==> config.mk <==
export PLATFORM = sky130hd
export DESIGN_NAME = fetch_stage
export DESIGN_NICKNAME = d
export VERILOG_FILES = /design/src/rtl/pipe_pkg.sv /design/src/rtl/if_id_reg.sv /design/src/rtl/fetch_stage.sv
export SDC_FILE = /design/constraint.sdc
export NUM_CORES = 1
export LEC_CHECK = 0
export CAP_MARGIN = 20
export CORE_MARGIN = 3
export CORE_UTILIZATION = 56
export CTS_CLUSTER_SIZE = 28
export DETAILED_ROUTE_END_ITERATION = 8
export PLACE_DENSITY = 0.93
export SLEW_MARGIN = 5
export SYNTH_ARGS = -nofsm -noshare
export SYNTH_HDL_FRONTEND = slang
export SYNTH_HIERARCHICAL = 1
export SYNTH_SLANG_ARGS = --single-unit
==> constraint.sdc <==
create_clock -name clk -period 21 [get_ports clk]
set_clock_uncertainty 0.1 [all_clocks]
set_input_delay 3.15 -clock clk [delete_from_list [all_inputs] [get_ports clk]]
set_output_delay 3.15 -clock clk [all_outputs]
set_load 0.01 [all_outputs]
==> src/rtl/pipe_pkg.sv <==
// Shared pipeline definitions: NOP encoding, fetch FSM states, instruction fields.
package pipe_pkg;

  localparam int XLEN = 32;

  // All-zero word used as the pipeline bubble.
  localparam logic [XLEN-1:0] NOP = 32'h0000_0000;

  // Byte distance between sequential instructions.
  localparam logic [XLEN-1:0] PC_STEP = 32'd4;

  // Register-specifier fields used by the load-use check.
  localparam int RS_MSB = 25;
  localparam int RS_LSB = 21;
  localparam int RT_MSB = 20;
  localparam int RT_LSB = 16;

  // FETCH: a request is issued or in flight.
  // DRAIN: the in-flight request belongs to a squashed path and must be discarded.
  typedef enum logic {
    FETCH = 1'b0,
    DRAIN = 1'b1
  } fetch_state_e;

  // Redirect targets are word addresses; the low two bits are dropped.
  function automatic logic [XLEN-1:0] align_word(input logic [XLEN-1:0] addr);
    return {addr[XLEN-1:2], 2'b00};
  endfunction

endpackage

==> src/rtl/if_id_reg.sv <==
// IF/ID pipeline register with flush (bubble), load and hold controls.
module if_id_reg
  import pipe_pkg::*;
#(
  parameter int DATA_W = XLEN
) (
  input  logic              clk,
  input  logic              rst_n,
  input  logic              load,
  input  logic              flush,
  input  logic [DATA_W-1:0] instr_d,
  input  logic [DATA_W-1:0] pc4_d,
  output logic              vld_p1,
  output logic [DATA_W-1:0] instr_p1,
  output logic [DATA_W-1:0] pc4_p1
);

  // Flush beats load; with neither asserted the register holds its contents.
  always_ff @(posedge clk) begin
    if (!rst_n) begin
      vld_p1   <= 1'b0;
      instr_p1 <= NOP;
      pc4_p1   <= '0;
    end else if (flush) begin
      vld_p1   <= 1'b0;
      instr_p1 <= NOP;
      pc4_p1   <= '0;
    end else if (load) begin
      vld_p1   <= 1'b1;
      instr_p1 <= instr_d;
      pc4_p1   <= pc4_d;
    end
  end

endmodule

==> src/rtl/fetch_stage.sv <==
// Instruction-fetch front end: PC, imem req/ready handshake, stall hold buffer,
// redirect drain, and the IF/ID register.
module fetch_stage
  import pipe_pkg::*;
#(
  parameter logic [31:0] RESET_PC = 32'h0000_0000
) (
  input  logic        clk,
  input  logic        rst_n,
  input  logic        stall,
  input  logic        redirect,
  input  logic [31:0] redirect_pc,
  output logic        imem_req,
  output logic [31:0] imem_addr,
  input  logic        imem_ready,
  input  logic [31:0] imem_rdata,
  output logic        if_id_valid,
  output logic [31:0] if_id_instr,
  output logic [31:0] if_id_pc4,
  output logic [4:0]  if_id_rs,
  output logic [4:0]  if_id_rt
);

  fetch_state_e    state_p0, state_n;
  logic [XLEN-1:0] pc_p0, pc_n;
  logic [XLEN-1:0] pend_pc_p0, pend_pc_n;
  logic [XLEN-1:0] hold_instr_p0, hold_pc4_p0;
  logic            hold_vld_p0, hold_vld_n;
  logic            hold_wr;
  logic            infl_p0, infl_n;
  logic            run_p0;

  logic [XLEN-1:0] pc_plus4;
  logic [XLEN-1:0] redir_pc;
  logic            complete;
  logic            ifid_load, ifid_flush;
  logic [XLEN-1:0] ifid_instr_d, ifid_pc4_d;

  assign pc_plus4  = pc_p0 + PC_STEP;
  assign redir_pc  = align_word(redirect_pc);
  assign imem_addr = pc_p0;

  // Next-state, PC, hold buffer and IF/ID control for both fetch states.
  always_comb begin
    state_n      = state_p0;
    pc_n         = pc_p0;
    pend_pc_n    = pend_pc_p0;
    hold_vld_n   = hold_vld_p0;
    hold_wr      = 1'b0;
    imem_req     = 1'b0;
    complete     = 1'b0;
    ifid_load    = 1'b0;
    ifid_flush   = 1'b0;
    ifid_instr_d = hold_instr_p0;
    ifid_pc4_d   = hold_pc4_p0;

    case (state_p0)
      FETCH: begin
        // A full hold buffer pauses new requests, but never one already in flight.
        imem_req = run_p0 && !(hold_vld_p0 && !infl_p0);
        complete = imem_req && imem_ready;
        if (redirect) begin
          ifid_flush = 1'b1;
          hold_vld_n = 1'b0;
          if (imem_req && !imem_ready) begin
            // Address must stay stable until the old request completes.
            pend_pc_n = redir_pc;
            state_n   = DRAIN;
          end else begin
            pc_n = redir_pc;
          end
        end else begin
          if (complete) begin
            pc_n = pc_plus4;
          end
          if (stall) begin
            if (complete) begin
              hold_wr    = 1'b1;
              hold_vld_n = 1'b1;
            end
          end else if (hold_vld_p0) begin
            // Older held instruction goes first; a same-cycle arrival refills the buffer.
            ifid_load  = 1'b1;
            hold_vld_n = complete;
            hold_wr    = complete;
          end else if (complete) begin
            ifid_load    = 1'b1;
            ifid_instr_d = imem_rdata;
            ifid_pc4_d   = pc_plus4;
          end else begin
            ifid_flush = 1'b1;
          end
        end
      end

      DRAIN: begin
        imem_req   = 1'b1;
        ifid_flush = 1'b1;
        hold_vld_n = 1'b0;
        if (redirect) begin
          pend_pc_n = redir_pc;
        end
        if (imem_ready) begin
          pc_n    = redirect ? redir_pc : pend_pc_p0;
          state_n = FETCH;
        end
      end

      default: begin
        state_n = FETCH;
      end
    endcase

    infl_n = imem_req && !imem_ready;
  end

  // FSM state register.
  always_ff @(posedge clk) begin
    if (!rst_n) begin
      state_p0 <= FETCH;
    end else begin
      state_p0 <= state_n;
    end
  end

  // PC, hold-valid, in-flight and run flags; run gates the first request until after reset.
  always_ff @(posedge clk) begin
    if (!rst_n) begin
      pc_p0       <= RESET_PC;
      hold_vld_p0 <= 1'b0;
      infl_p0     <= 1'b0;
      run_p0      <= 1'b0;
    end else begin
      pc_p0       <= pc_n;
      hold_vld_p0 <= hold_vld_n;
      infl_p0     <= infl_n;
      run_p0      <= 1'b1;
    end
  end

  // Data-only registers: pending redirect target and held instruction.
  always_ff @(posedge clk) begin
    pend_pc_p0 <= pend_pc_n;
    if (hold_wr) begin
      hold_instr_p0 <= imem_rdata;
      hold_pc4_p0   <= pc_plus4;
    end
  end

  // ---- IF -> ID stage boundary ----
  if_id_reg #(
    .DATA_W (XLEN)
  ) u_if_id_reg (
    .clk      (clk),
    .rst_n    (rst_n),
    .load     (ifid_load),
    .flush    (ifid_flush),
    .instr_d  (ifid_instr_d),
    .pc4_d    (ifid_pc4_d),
    .vld_p1   (if_id_valid),
    .instr_p1 (if_id_instr),
    .pc4_p1   (if_id_pc4)
  );

  assign if_id_rs = if_id_instr[RS_MSB:RS_LSB];
  assign if_id_rt = if_id_instr[RT_MSB:RT_LSB];

endmodule
==> flow_summary.yaml <==
outcome:
  status: "finished, final reports clean"
route:
  vias: 7016
  drt_iter0_drc: 770
  wire_per_inst_um: 19.00
  ant_nets: 0
  wl_um: 22820
  first_pass_iters: 7
  drc: 0
  via_per_inst: 5.842
pwr:
  leakage_nw: 3.983
  powerDensity_nw_per_um2: 72.77
  peakVddDrop_v: 0.00005818
floorplanning:
  die_h_um: 133.6
  ioPinCount: 177
  start_util_pct: 58.63
  rows: 45
  core_area_um2: 15540
  die_w_um: 133.6
  dieArea_um2: 17840
grt:
  grt_pass1_wl_um: 36670
  grt_pass1_vias: 6838
  grt_max_degree: 66
  track_usage_pct: 25.58
  grt_antenna_before_repair: 0
  grt-ovfl-total: 0
setup_path:
  cpMostUsedCell: "buf_4"
  crit_chain: "clkdlybuf4s50_1 > buf_4 > or2_2 > or4_2 > buf_4 > mux2_2 > mux2i_1 > nor2_1"
  critical-path-slowest-cell: "or2_2"
  r2r-end: "u_if_id_reg/pc4_p1[16]"
  crit_required_ns: 21.19
  crit_fanout: 65
  crit_end: "u_if_id_reg/pc4_p1[16]"
  crit_start: "redirect"
  cp_top_family: "buffers and inverters"
  max_stage_delay_ns: 0.72
  end_kind: "flip-flop"
  cp.arrival_ns: 6.35
  reg2reg_depth: 6
  timing.reg2reg.setup_slack_ns: 17.77
  cp.buffers_inverters: 3
  setup.worst_path.start_class: "input pin"
  worstReg2RegStart: "state_p0"
  critical_path_class: "in2reg"
  cp.depth: 8
clocking:
  clockBufferDepth: 2
  post_cts_resized: 0
  htreeDepth: 4
  clkSinkCount: 197
  cts_tree: "yes"
  cts_buffers: 17
  root_buffer: "clkbuf_16"
  clkTransAtPathRegs_ns: 0.07
  clk_latency_ns: 0.44
  cts_setup_buffers: 0
  holdBufCountCts: 0
layout:
  nNetsFinal: 1047
  nFillCells: 1079
  drive_gt1_share_pct: 11.92
  multi_input_area_um2: 3811
  antennaDiodeCount: 0
  seq_area_um2: 4905
  syn2layout_area_growth_pct: 25.32
synthesis:
  syn_inst: 841
  synth-edff-count: 96
  ys_seq_area_share_pct: 53.83
  synth_warnings: 6
  netlist_area_um2: 9111
  syn_avg_cell_area_um2: 10.83
  ys_ff_latch: 197
  synth_flop_cell: "dfxtp_1"
  async_flop_share_pct: 0
  ys_types: 59
  synthesis.nets: 911
place:
  dp_hpwl_um: 15170
  post-place-ws_ns: 14.43
  routabilityCongestion: 0.8826
  portBuffers: 174
sta:
  report.final.setup_viol: 0
  layout_setup_ws_ns: 14.84
  rsz0062_at_grt: "no"
  drv_slew: 0
  period_needed_ns: 6.161
  hold_viol_final: 0
  max_freq_ghz: 0.1623
  setup_tns_ns: 0
  max_slew.worst_pin.slew_ns: 1.115
  period_share_pct: 29.34
  relSlewSlack_pct: 25.65
worst_hold_path:
  hold_class: "reg2reg"
job:
  maxCapViolCount: 0
cell type report:
type	instances	area share, %
Clock buffer	18	3.846
Multi-Input combinational cell	568	33.38
Timing Repair Buffer	184	15.91
Tap cell	211	2.312
Inverter	9	0.2959
Clock inverter	14	1.304
Sequential cell	197	42.95
synthesized netlist by cell type (4+ instances only):
cell type	number	area share [%]
a21boi_0	13	1.1
a21oi_1	12	0.66
a222oi_1	4	0.44
a22o_1	7	0.67
a22oi_1	11	0.91
and2_1	7	0.48
and3_1	9	0.62
and4_1	4	0.38
buf_1	5	0.21
buf_2	8	0.44
buf_4	13	1.1
buf_8	5	0.82
clkbuf_1	34	1.4
dfxtp_1	101	22
edfxtp_1	96	32
inv_1	9	0.37
mux2_2	63	7.8
mux2i_1	68	7.5
nand2_1	121	5.0
nand2b_1	4	0.27
nand3_1	18	0.99
nand4_1	13	0.89
nor2_1	90	3.7
nor3_1	6	0.33
nor4_1	5	0.34
o21a_1	6	0.49
o21ai_0	21	1.2
o22ai_1	9	0.62
o31a_1	5	0.48
or4_1	4	0.33
xnor2_1	17	1.6
xor2_1	11	1.1
cell families (layout without fill, tap and decap cells):
group	after synthesis	count (layout)	share of synthesized area, %
buffers and inverters	76	225	4.559
XOR/XNOR	28	28	2.692
multiplexers	132	132	15.38
AO/OA/AOI/OAI	111	111	8.624
AND/OR/NAND/NOR	296	296	14.78
flip-flops	197	197	53.83
adder cells (fa/ha/maj)	1	1	0.1373
how the worst min path moves through the flow:
stage / depth (start not counted) / slack (ns) / end / startpoint
after floorplan: 0 / 0.35 / hold_pc4_p0[0] / imem_addr[0]
after detailed placement: 2 / 0.38 / u_if_id_reg/instr_p1[31] / u_if_id_reg/instr_p1[31]
after CTS: 2 / 0.40 / u_if_id_reg/instr_p1[31] / u_if_id_reg/instr_p1[31]
final: 2 / 0.40 / u_if_id_reg/instr_p1[31] / u_if_id_reg/instr_p1[31]
after global routing: 2 / 0.43 / u_if_id_reg/instr_p1[29] / u_if_id_reg/instr_p1[29]
after global placement: 2 / 0.34 / u_if_id_reg/vld_p1 / u_if_id_reg/vld_p1
metrics by stage:
stage	util (%)	power, W	hold WS (ns)	cells	area, um2
2_1_floorplan	-	0.0004746	0.3498	841	9111
3_3_place_gp	69.69	0.0005087	0.3444	1169	10830
3_5_place_dp	69.69	0.0005118	0.3826	1169	10830
4_1_cts	73.48	0.0008332	0.3994	1201	11420
5_1_grt	73.48	0.0008588	0.4290	1201	11420
6_report	73.48	0.0008309	0.3953	1201	11420
cell usage in the layout, fill, tap and decap left out, drive strengths merged, types with 4 or more instances in the layout:
master | Yosys | routed
a21boi | 13 | 13
a21oi | 12 | 12
a222oi | 4 | 4
a22o | 7 | 7
a22oi | 11 | 11
and2 | 8 | 8
and3 | 9 | 9
and4 | 4 | 4
buf | 33 | 10
clkbuf | 34 | 18
clkdlybuf4s50 | 0 | 174
clkinv | 0 | 6
dfxtp | 101 | 101
edfxtp | 96 | 96
inv | 9 | 14
mux2 | 64 | 64
mux2i | 68 | 68
nand2 | 121 | 121
nand2b | 4 | 4
nand3 | 18 | 18
nand4 | 15 | 15
nor2 | 90 | 90
nor3 | 6 | 6
nor4 | 6 | 6
o21a | 6 | 6
o21ai | 21 | 21
o22ai | 9 | 9
o31a | 5 | 5
or4 | 4 | 4
xnor2 | 17 | 17
xor2 | 11 | 11
layer usage:
layer | up-vias | routed length, um | GRT usage [%]
met5 | - | 0 | 0
li1 | 3278 | - | -
met4 | 0 | 304 | 6.400
met3 | 36 | 2127 | 6.269
met2 | 384 | 10990 | 41.85
met1 | 3318 | 9397 | 34.50
power breakdown:
| group | switching (W) | internal, W |
|---|---|---|
| Clock | 0.000146 | 0.000180 |
| Combinational | 0.0000406 | 0.0000390 |
| Sequential | 0.0000108 | 0.000414 |
| Total | 0.000198 | 0.000633 |
flip-flops by register name, indices dropped and copies added, names as in the netlist:
name                  flops
infl_p0                   1
hold_instr_p0            32
pend_pc_p0               32
u_if_id_reg/instr_p1     32
u_if_id_reg/vld_p1        1
imem_addr                32
hold_pc4_p0              32
run_p0                    1
u_if_id_reg/pc4_p1       32
state_p0                  1
hold_vld_p0               1
worst reg2reg max path, delay by kind of cell (launching register included):
kind,cells,cell delay [ns]
flip-flops,1,0.64
buffers and inverters,1,0.66
multiplexers,2,0.63
AND/OR/NAND/NOR,3,1.05
No activity file was read; power rests on OpenSTA's default activity.
